===== src/rtl/r_empty_ctrl_pkg.sv =====
// Shared pointer helpers for the dual-clock FIFO read and write controllers:
// pointer width, depth sanity check and gray<->binary conversion.
package r_empty_ctrl_pkg;

  // Converters work on a wide word. Callers zero-extend and slice back to the
  // pointer width, so one pair of functions serves any ADDRESS_SIZE.
  localparam int GRAY_W = 32;
  typedef logic [GRAY_W-1:0] gray_word_t;

  function automatic int ptr_width(input int address_size);
    return address_size + 1;
  endfunction

  function automatic bit depth_ok(input int address_size, input int memory_depth);
    return memory_depth == (1 << address_size);
  endfunction

  function automatic gray_word_t bin_to_gray(input gray_word_t bin);
    return bin ^ (bin >> 1);
  endfunction

  function automatic gray_word_t gray_to_bin(input gray_word_t gray);
    gray_word_t bin;
    bin[GRAY_W-1] = gray[GRAY_W-1];
    for (int i = GRAY_W - 2; i >= 0; i--) begin
      bin[i] = bin[i+1] ^ gray[i];
    end
    return bin;
  endfunction

endpackage : r_empty_ctrl_pkg


===== src/rtl/r_empty_ctrl_if.sv =====
// Read-side FIFO control bus: consumer request, write-domain gray pointer in,
// read pointer, RAM address and status flags out.
interface r_empty_ctrl_if
  import r_empty_ctrl_pkg::*;
#(
  parameter int ADDRESS_SIZE = 4
);

  localparam int PTR_W = ptr_width(ADDRESS_SIZE);

  logic                    r_en;
  logic [PTR_W-1:0]        w_ptr;
  logic [PTR_W-1:0]        r_ptr;
  logic [ADDRESS_SIZE-1:0] r_addr;
  logic                    r_empty;
  logic                    r_almost_empty;
  logic [PTR_W-1:0]        r_level;
  logic                    r_underflow;

  // Consumer / write-domain side
  modport master (
    output r_en,
    output w_ptr,
    input  r_ptr,
    input  r_addr,
    input  r_empty,
    input  r_almost_empty,
    input  r_level,
    input  r_underflow
  );

  // Read controller side
  modport slave (
    input  r_en,
    input  w_ptr,
    output r_ptr,
    output r_addr,
    output r_empty,
    output r_almost_empty,
    output r_level,
    output r_underflow
  );

endinterface : r_empty_ctrl_if


===== src/rtl/r_ptr_sync.sv =====
// Multi-flop synchronizer that brings the gray write pointer into the read
// clock domain. Only gray-coded values may be passed through it.
module r_ptr_sync #(
  parameter int WIDTH  = 5,
  parameter int STAGES = 2
) (
  input  logic             i_clk,
  input  logic             i_rst,
  input  logic [WIDTH-1:0] i_d,
  output logic [WIDTH-1:0] o_q
);

  if (STAGES < 2) begin : g_bad_stages
    $error("r_ptr_sync: STAGES must be at least 2");
  end

  logic [WIDTH-1:0] r_chain [STAGES];

  // NOTE: the chain is a handful of flops, not a RAM, so every stage is reset;
  // non-blocking updates let each stage sample its neighbour's old value.
  always_ff @(posedge i_clk or posedge i_rst) begin
    if (i_rst) begin
      for (int i = 0; i < STAGES; i++) begin
        r_chain[i] <= '0;
      end
    end else begin
      r_chain[0] <= i_d;
      for (int i = 1; i < STAGES; i++) begin
        r_chain[i] <= r_chain[i-1];
      end
    end
  end

  assign o_q = r_chain[STAGES-1];

endmodule : r_ptr_sync


===== src/rtl/r_empty_ctrl.sv =====
// Read-domain controller of the dual-clock FIFO: read pointer, RAM address,
// synchronised write pointer and registered empty / level / underflow flags.
module r_empty_ctrl
  import r_empty_ctrl_pkg::*;
#(
  parameter int ADDRESS_SIZE = 4,
  parameter int MEMORY_DEPTH = 16,
  parameter int AE_THRESH    = 2,
  parameter int SYNC_STAGES  = 2
) (
  input  logic          r_clk,
  input  logic          r_rst,
  r_empty_ctrl_if.slave bus
);

  localparam int PTR_W = ptr_width(ADDRESS_SIZE);

  if (!depth_ok(ADDRESS_SIZE, MEMORY_DEPTH)) begin : g_bad_depth
    $error("r_empty_ctrl: MEMORY_DEPTH must equal 2**ADDRESS_SIZE");
  end

  logic [PTR_W-1:0] r_bin;
  logic [PTR_W-1:0] r_gptr;
  logic [PTR_W-1:0] r_level;
  logic             r_empty;
  logic             r_almost_empty;
  logic             r_underflow;

  logic [PTR_W-1:0] w_rq_wptr;
  logic [PTR_W-1:0] w_rq_wbin;
  logic [PTR_W-1:0] w_bnext;
  logic [PTR_W-1:0] w_gnext;
  logic [PTR_W-1:0] w_level_next;
  logic             w_rd_ok;

  r_ptr_sync #(
    .WIDTH  (PTR_W),
    .STAGES (SYNC_STAGES)
  ) u_wptr_sync (
    .i_clk (r_clk),
    .i_rst (r_rst),
    .i_d   (bus.w_ptr),
    .o_q   (w_rq_wptr)
  );

  // Reads are gated by the registered flag, so a write pointer that is still
  // in the synchronizer can never enable a read of an unwritten word.
  assign w_rd_ok      = bus.r_en & ~r_empty;
  assign w_bnext      = r_bin + PTR_W'(w_rd_ok);
  assign w_gnext      = PTR_W'(bin_to_gray(GRAY_W'(w_bnext)));
  assign w_rq_wbin    = PTR_W'(gray_to_bin(GRAY_W'(w_rq_wptr)));
  assign w_level_next = w_rq_wbin - w_bnext;

  // Flags look at the post-read pointer, so empty rises on the very edge that
  // consumes the last word.
  always_ff @(posedge r_clk or posedge r_rst) begin
    if (r_rst) begin
      r_bin          <= '0;
      r_gptr         <= '0;
      r_empty        <= 1'b1;
      r_almost_empty <= 1'b1;
      r_level        <= '0;
      r_underflow    <= 1'b0;
    end else begin
      r_bin          <= w_bnext;
      r_gptr         <= w_gnext;
      r_empty        <= (w_gnext == w_rq_wptr);
      r_almost_empty <= (w_level_next <= PTR_W'(AE_THRESH));
      r_level        <= w_level_next;
      r_underflow    <= r_underflow | (bus.r_en & r_empty);
    end
  end

  assign bus.r_ptr          = r_gptr;
  assign bus.r_addr         = r_bin[ADDRESS_SIZE-1:0];
  assign bus.r_empty        = r_empty;
  assign bus.r_almost_empty = r_almost_empty;
  assign bus.r_level        = r_level;
  assign bus.r_underflow    = r_underflow;

endmodule : r_empty_ctrl

===== src/flat_wrapper.sv =====
// flat-port wrapper written by rule: the top's interface ports become plain ports
module r_empty_ctrl_flat import r_empty_ctrl_pkg::*;
#(
  parameter int ADDRESS_SIZE = 4,
  parameter int MEMORY_DEPTH = 16,
  parameter int AE_THRESH    = 2,
  parameter int SYNC_STAGES  = 2
)
  (r_clk, r_rst, bus_r_en, bus_w_ptr, bus_r_ptr, bus_r_addr, bus_r_empty, bus_r_almost_empty, bus_r_level, bus_r_underflow);
  r_empty_ctrl_if #(.ADDRESS_SIZE(ADDRESS_SIZE)) bus_i ();
  input  logic r_clk;
  input  logic r_rst;
  input wire logic [$bits(bus_i.r_en)-1:0] bus_r_en;
  input wire logic [$bits(bus_i.w_ptr)-1:0] bus_w_ptr;
  output wire logic [$bits(bus_i.r_ptr)-1:0] bus_r_ptr;
  output wire logic [$bits(bus_i.r_addr)-1:0] bus_r_addr;
  output wire logic [$bits(bus_i.r_empty)-1:0] bus_r_empty;
  output wire logic [$bits(bus_i.r_almost_empty)-1:0] bus_r_almost_empty;
  output wire logic [$bits(bus_i.r_level)-1:0] bus_r_level;
  output wire logic [$bits(bus_i.r_underflow)-1:0] bus_r_underflow;
  assign bus_i.r_en = bus_r_en;
  assign bus_i.w_ptr = bus_w_ptr;
  assign bus_r_ptr = bus_i.r_ptr;
  assign bus_r_addr = bus_i.r_addr;
  assign bus_r_empty = bus_i.r_empty;
  assign bus_r_almost_empty = bus_i.r_almost_empty;
  assign bus_r_level = bus_i.r_level;
  assign bus_r_underflow = bus_i.r_underflow;
  r_empty_ctrl #(.ADDRESS_SIZE(ADDRESS_SIZE), .MEMORY_DEPTH(MEMORY_DEPTH), .AE_THRESH(AE_THRESH), .SYNC_STAGES(SYNC_STAGES)) u_core (.r_clk(r_clk), .r_rst(r_rst), .bus(bus_i));
endmodule

===== config.mk =====
export PLATFORM = sky130hd
export DESIGN_NAME = r_empty_ctrl_flat
export DESIGN_NICKNAME = d
export VERILOG_FILES = /design/src/rtl/r_empty_ctrl_pkg.sv /design/src/rtl/r_empty_ctrl_if.sv /design/src/rtl/r_ptr_sync.sv /design/src/rtl/r_empty_ctrl.sv /design/src/flat_wrapper.sv
export SDC_FILE = /design/constraint.sdc
export NUM_CORES = 1
export LEC_CHECK = 0
export ABC_CLOCK_PERIOD_IN_PS = 3700
export CORE_MARGIN = 1
export CORE_UTILIZATION = 49
export CTS_CLUSTER_SIZE = 20
export DETAILED_ROUTE_END_ITERATION = 12
export PLACE_DENSITY_LB_ADDON = 0.15
export SYNTH_ARGS = -nofsm -noshare
export SYNTH_HDL_FRONTEND = slang
export SYNTH_HIERARCHICAL = 1
export SYNTH_SLANG_ARGS = --single-unit

===== constraint.sdc =====
create_clock -name r_clk -period 3.7 [get_ports r_clk]
set_input_delay 0.37 -clock r_clk [delete_from_list [all_inputs] [get_ports r_clk]]
set_output_delay 0.37 -clock r_clk [all_outputs]
set_load 0.01 [all_outputs]

* Word level (Yosys, flattened, before mapping) *
Index checks and enable logic that the tools add are counted.

operators by class
  magnitude comparators = 1
  add/sub/neg operators = 2
  bitwise logic cells = 9
  equal/unequal tests = 1

operators by type and width
  kind                  number
  $add A5 B1 Y5         1
  $eq A5 B5 Y1          1
  $le A5 B2 Y1 const B  1
  $sub A5 B5 Y5         1
  $xor A5 B4 Y5         1
  $xor A1 B1 Y1         4
  $and A1 B1 Y1         2
  $not A1 Y1            1
  $or A1 B1 Y1          1

word-level totals
  input port bits = 8
  word-level logic and storage cells = 21
  bits in registers = 28

* Depth between registers and ports, before layout *
Gate-level depths: netlist of the first run.

  depth in word-level cells = 6
  gate-level depth with buffers = 10

* By module *
Netlist of the first run, hierarchy kept.

by module, submodules not included
  module        area each (um^2)  times used  cells an instance
  r_empty_ctrl  910.9             1           72
  r_ptr_sync    291.5             1           16

* Worst setup path after synthesis of the first run *
No wires, ideal clock.

  kind = flip-flop to flip-flop
  from = register u_core.u_wptr_sync.r_chain (netlist bit u_core/u_wptr_sync/o_q[4])
  to = register u_core.r_almost_empty, in the netlist u_core/bus.r_almost_empty
  cell stages (with the launch flop) = 11
  clock period less this slack = 2.622 ns
  path slack = 1.078 ns
  data arrival time = 2.517 ns
  path buffers = 1
  cell sequence = dfrtp_1 -> buf_4 -> xor3_2 -> xor2_1 -> xnor2_1 -> ha_1 -> inv_1 -> fa_1 -> a31oi_1 -> xnor2_1 -> a2111oi_2

on the way
  longest elaborated chain between the ends = 6

ends and longest elaborated chain
  item                              line                    RTL
  start: declaration                r_ptr_sync.sv:17        logic [WIDTH-1:0] r_chain [STAGES];
  start signal: indexed assignment  r_ptr_sync.sv:29        r_chain[i] <= r_chain[i-1];
  $xor A1 B1 Y1 (4 in a row)        r_empty_ctrl_pkg.sv:26  bin[i] = bin[i+1] ^ gray[i];
  $sub A5 B5 Y5 (*)                 r_empty_ctrl.sv:52      assign w_level_next = w_rq_wbin - w_bnext;
  via u_core.w_level_next[4]        r_empty_ctrl.sv:33      logic [PTR_W-1:0] w_level_next;
  $le A5 B2 Y1 (*)                  r_empty_ctrl.sv:68      r_almost_empty <= (w_level_next <= PTR_W'(AE_THRESH));
  end signal: assignment            r_empty_ctrl.sv:68
  end: declaration                  r_empty_ctrl.sv:26      logic r_almost_empty;

The timed path passes the listed nets; every way through them passes the cells marked *.

* Final worst setup path of the first run *
Ends and elaborated chain as after synthesis.

==> flow_metrics.tcl, run 1 <==
set metrics [dict create \
    status "finished clean" \
    whs_ns 0.328 \
    yosys_register_bits 27 \
    rsz0062_at_grt "false" \
    maxSlewViolCount 0 \
    syn_area_per_cell_um2 13.7 \
    root_buffer "clkbuf_4" \
    die_h_um 51.5 \
    cts_hold_buf 0 \
    fmax_mhz 349 \
    finalSetupViolCount 0 \
    critPathMaxFanout 3 \
    power.switching_fraction_pct 37.9 \
    num_rows 17 \
    grt_first_pass_wirelength_um 2960 \
    power_frac_comb_pct 57.3 \
    antenna_found_initial 0 \
    core_mm2 0.00225 \
    nets 125 \
    syn_inst 88 \
    finalCritPeriodShare_pct 77.5 \
    cts_resized 0 \
    synth_area_mm2 0.00120 \
    drt_wl_total_um 1780 \
    vias 666 \
    post-route-min-period_ns 2.87 \
    antenna_left 0 \
    antenna_cells 0 \
    finalHoldViolations 0 \
    worstSetupStartpointType "register" \
    ctsLongestPathBuffers 2 \
    p_leak_uw 0.000654 \
    grt_overflow 0 \
    criticalPathCategory "reg2reg" \
    setup.worst_path.end_class "register" \
    intPower_uw 868 \
    required_ns 3.93 \
    gp_congestion 0.732 \
    drv_cap 0 \
    final_common_cell "dfrtp_1" \
    pin_count 25 \
    syn-num-nets 103 \
    powerDensity_mw_per_mm2 963 \
    most-common-layout-cells "dfrtp_1 (25), clkdlybuf4s50_1 (24), xnor2_1 (15)" \
    post_cts_buffers 0 \
    hold_path_class "in2async" \
    place_ws_ns 0.687 \
    fin_setup_tns_ns 0 \
    grt_pass1_vias 657 \
    drive_gt1_share_pct 7.34 \
    grt_use_total_pct 16.1 \
    hpwl_um 1420 \
    dieArea_mm2 0.00266 \
    vias_per_cell 4.86 \
    synth_cell_types 21 \
    p_seq_share_pct 34.0 \
    numCtsBuffers 3 \
    drtIter0Drc 9 \
    total_power_uw 1400 \
    cts_tree "yes" \
    worst_pin_slew_ns 0.628 \
    die_w_um 51.5 \
    port-buffer-count 24 \
    finalInstanceArea_mm2 0.00145 \
    placed_cell_area_mm2 0.00143 \
    p_switching_uw 531 \
    worstSkewPairLatency_ns 0.32 \
    skew_ns 0.00105 \
    wl_per_cell_um 13.0 \
    peakVddDrop_mv 0.531 \
    path_clk_slew_ns 0.13 \
    p_clk_share_pct 8.7 \
    relSlewSlack_pct 58.1 \
    start_util_pct 53.3 \
    grt_max_degree 18 \
    yosysSeqAreaShare_pct 56.4 \
    drc 0 \
    setup_slack_ns 0.833 \
    arrival_ns 3.09 \
    drt-pass1-iter-count 3 \
    area_growth_pct 20.8 \
    htree_levels 1 \
    synth.yosys.warnings 6 \
    cts.sinks 27 \
]
critical path, cell delays in order, from the launching register on:
cell and delay, ns:
dfrtp_1 0.42, xor3_2 0.50, xor2_1 0.36, xnor2_1 0.18, ha_1 0.16, inv_1 0.05
fa_1 0.41, a31oi_1 0.21, xnor2_1 0.13, a2111oi_2 0.34
metrics by stage:
stage,util [%],instances
2_1_floorplan,-,88
3_3_place_gp,63.2,133
3_5_place_dp,63.2,133
4_1_cts,64.4,137
5_1_grt,64.4,137
6_report,64.4,137
area by class of cell:
| cell class | count | area (um2) |
|---|---|---|
| fillers | 197 | 802 |
| flip-flops and latches | 27 | 678 |
| multi-input cells | 46 | 442 |
| repair buffers | 24 | 240 |
| well taps | 28 | 35.0 |
| inverters | 8 | 30.0 |
| clock buffers | 3 | 22.5 |
| clock inverters | 1 | 5.00 |
cells in the mapped netlist (all sizes together):
master / instances / area, um2
a2111oi: 1 / 15.0
a21o: 3 / 22.5
a21oi: 2 / 10.0
a311oi: 1 / 8.76
a31oi: 1 / 6.26
and3b: 1 / 8.76
and4b: 1 / 10.0
buf: 7 / 52.6
dfrtp: 25 / 626
dfstp: 2 / 52.6
fa: 1 / 20.0
ha: 6 / 75.1
inv: 8 / 30.0
nand2: 1 / 3.75
nand3: 2 / 10.0
nand4: 1 / 6.26
nor2b: 2 / 12.5
xnor2: 15 / 131
xor2: 6 / 52.6
xor3: 2 / 48.8
worst paths after layout:
path | from | end | slack (ns) | cells after the start
worst min-delay path | r_rst | u_core/u_wptr_sync/r_chain[6] | 0.33 | 2
worst min register to register | u_core/u_wptr_sync/r_chain[5] | u_core/u_wptr_sync/o_q[0] | 0.36 | 0
min in group r_clk | u_core/u_wptr_sync/r_chain[5] | u_core/u_wptr_sync/o_q[0] | 0.36 | 0
worst max register to register | u_core/u_wptr_sync/o_q[4] | u_core/bus.r_almost_empty | 0.83 | 9
max in group asynchronous | r_rst | u_core/bus.r_level[1] | 2.85 | 2
worst max-delay path | u_core/u_wptr_sync/o_q[4] | u_core/bus.r_almost_empty | 0.83 | 9
state kept, by name (all words and copies together) (netlist names):
| register | cells |
|---|---|
| u_core/bus.r_ptr | 4 |
| u_core/r_bin | 5 |
| u_core/bus.r_underflow | 1 |
| u_core/bus.r_level | 5 |
| u_core/bus.r_almost_empty | 1 |
| u_core/u_wptr_sync/o_q | 5 |
| u_core/bus.r_empty | 1 |
| u_core/u_wptr_sync/r_chain | 5 |
power groups by stage:
stage                     Combinational [uW]  Clock [uW]  Sequential (uW)
final                                    802         121              476
after detailed placement                 804           0              484
after CTS                                811         128              478
after floorplan                          510           0              504
after global placement                   792           0              478
after global routing                     879         139              490
routing by layer:
layer	GRT usage, %	vias up	share of wire [%]
met5	0	-	0
met4	8.11	0	1.6
met3	3.51	3	4.3
met2	26.4	21	51
met1	20.0	323	44
li1	-	319	-
cell families after synthesis:
| logic type | after synthesis | synth area share (%) |
|---|---|---|
| xor+xnor | 23 | 19.4 |
| flops | 27 | 56.4 |
| buf+inv | 15 | 6.87 |
| compound gates | 8 | 5.20 |
| fa+ha+maj | 7 | 7.91 |
| simple gates | 8 | 4.27 |
Power figures use the tool's default switching activity.
==> run 2: changes to the inputs <==
--- a/config.mk
+++ b/config.mk
@@ -5,7 +5,7 @@
 export SDC_FILE = /design/constraint.sdc
 export NUM_CORES = 1
 export LEC_CHECK = 0
-export ABC_CLOCK_PERIOD_IN_PS = 3700
+export ABC_CLOCK_PERIOD_IN_PS = 3000
 export CORE_MARGIN = 1
 export CORE_UTILIZATION = 49
 export CTS_CLUSTER_SIZE = 20
==> constraint.sdc (replaced) <==
create_clock -name r_clk -period 3 [get_ports r_clk]
set_input_delay 0.3 -clock r_clk [delete_from_list [all_inputs] [get_ports r_clk]]
set_output_delay 0.3 -clock r_clk [all_outputs]
set_load 0.01 [all_outputs]
==> flow_metrics.tcl, run 2 (synthesis gave the netlist of run 1 again) <==
set metrics [dict create \
    wl_per_cell_um 12.6 \
    critPathMaxFanout 3 \
    status "finished clean" \
    pin_count 25 \
    grt_first_pass_wirelength_um 2860 \
    stdcell_count 138 \
    finalCritPeriodShare_pct 91.8 \
    area_growth_pct 22.3 \
    drc 0 \
    fmax_mhz 363 \
    drtIter0Drc 5 \
    critical_path_buf_inv_count 1 \
    gp_congestion 0.724 \
    maxSlewViolCount 0 \
    root_buffer "clkbuf_4" \
    criticalPathCategory "reg2reg" \
    use_met2_pct 24.9 \
    final_common_cell "dfrtp_1" \
    numCtsBuffers 3 \
    post-route-min-period_ns 2.76 \
    crit_family "XOR/XNOR gates" \
    required_ns 3.23 \
    drt_wl_total_um 1740 \
    fin_setup_tns_ns 0 \
    htree_levels 1 \
    placed_cell_area_mm2 0.00143 \
    p_clk_share_pct 9.0 \
    vias_per_cell 4.78 \
    cts_resized 0 \
    p_leak_uw 0.000657 \
    grt_max_degree 18 \
    hpwl_um 1360 \
    grt_overflow 0 \
    post_cts_buffers 0 \
    cpMaxStageDelayCell "xor3_2" \
    grt_pass1_vias 616 \
    peakVddDrop_mv 0.796 \
    antenna_found_initial 0 \
    worst_pin_slew_ns 0.634 \
    vias 659 \
    core_mm2 0.00225 \
    worstSkewPairLatency_ns 0.32 \
    setup.worst_path.end_class "register" \
    whs_ns 0.260 \
    port-buffer-count 24 \
    powerDensity_mw_per_mm2 1180 \
    met1_usage_pct 20.4 \
    ctsLongestPathBuffers 2 \
    busiest_layer "met2" \
    cts_hold_buf 0 \
    drive_gt1_share_pct 9.09 \
    drv_cap 0 \
    path_clk_slew_ns 0.14 \
    cts_tree "yes" \
    die_w_um 51.5 \
    grt_use_total_pct 15.4 \
    dp_cells 134 \
    relSlewSlack_pct 57.7 \
    p_switching_uw 656 \
    skew_ns 0.00145 \
    intPower_uw 1080 \
    nets 126 \
    dieArea_mm2 0.00266 \
    hold_path_class "in2async" \
    multi_input_area_um2 449 \
    regArea_um2 678 \
    path_cells "xor3_2 > xor2_2 > xnor2_1 > ha_1 > inv_1 > fa_1 > a31oi_1 > xnor2_1 > a2111oi_2" \
    antenna_cells 0 \
    start_util_pct 53.3 \
    most-common-layout-cells "dfrtp_1 (25), clkdlybuf4s50_1 (24), xnor2_1 (15)" \
    p_seq_share_pct 33.6 \
    power.switching_fraction_pct 37.7 \
    finalSetupViolCount 0 \
    die_h_um 51.5 \
    cpMostUsedCell "xnor2_1" \
    cts.sinks 27 \
    slowest_delay_ns 0.51 \
    power_frac_comb_pct 57.4 \
    use_met3_pct 3.51 \
    num_rows 17 \
    worstSetupStartpointType "register" \
    antenna_left 0 \
    rsz0062_at_grt "false" \
    fillers 198 \
    finalInstanceArea_mm2 0.00147 \
    arrival_ns 2.98 \
    drt-pass1-iter-count 4 \
    finalHoldViolations 0 \
]
-- run 2: worst paths after layout --
check                                              startpoint  depth (start not counted)  slack, ns                       endpoint
worst max-delay path                u_core/u_wptr_sync/o_q[4]                          9       0.24      u_core/bus.r_almost_empty
worst min-delay path                                    r_rst                          2       0.26  u_core/u_wptr_sync/r_chain[9]
worst max register to register      u_core/u_wptr_sync/o_q[4]                          9       0.24      u_core/bus.r_almost_empty
worst min register to register  u_core/u_wptr_sync/r_chain[6]                          0       0.36      u_core/u_wptr_sync/o_q[1]
max in group asynchronous                               r_rst                          2       2.22            u_core/bus.r_ptr[0]
min in group r_clk              u_core/u_wptr_sync/r_chain[6]                          0       0.36      u_core/u_wptr_sync/o_q[1]
-- run 2: power by group through the flow --
| stage | Sequential [uW] | Clock (uW) | Combinational, uW |
|---|---|---|---|
| after floorplan | 621 | 0 | 629 |
| after global placement | 588 | 0 | 983 |
| after detailed placement | 595 | 0 | 1000 |
| after CTS | 587 | 163 | 1010 |
| after global routing | 599 | 176 | 1090 |
| final | 585 | 156 | 999 |
-- run 2: final cells by class --
class / instances / share of cell area, %
Tap cell: 28 / 2.38
Inverter: 8 / 2.04
Multi-Input combinational cell: 46 / 30.6
Sequential cell: 27 / 46.1
Clock inverter: 1 / 0.511
Clock buffer: 3 / 1.53
Timing Repair Buffer: 25 / 16.9
-- run 2: per-stage QoR --
stage	util (%)	power, uW	setup WS [ns]
floorplan	-	1250	0.378
global placement	63.5	1570	0.217
detailed placement	63.5	1600	0.151
CTS	64.9	1760	0.119
global route	65.2	1870	0.0816
finish	65.2	1740	0.245
-- run 2: worst reg2reg max path, stage by stage (launching register included) --
cell       delay, ns
dfrtp_1         0.42
xor3_2          0.51
xor2_2          0.26
xnor2_1         0.17
ha_1            0.16
inv_1           0.05
fa_1            0.41
a31oi_1         0.21
xnor2_1         0.14
a2111oi_2       0.34
-- run 2: layer usage --
layer	part of all wire, %	wire, um
met1	44	774
met3	4.2	73
met5	0	0
met4	0.52	9
met2	51	884
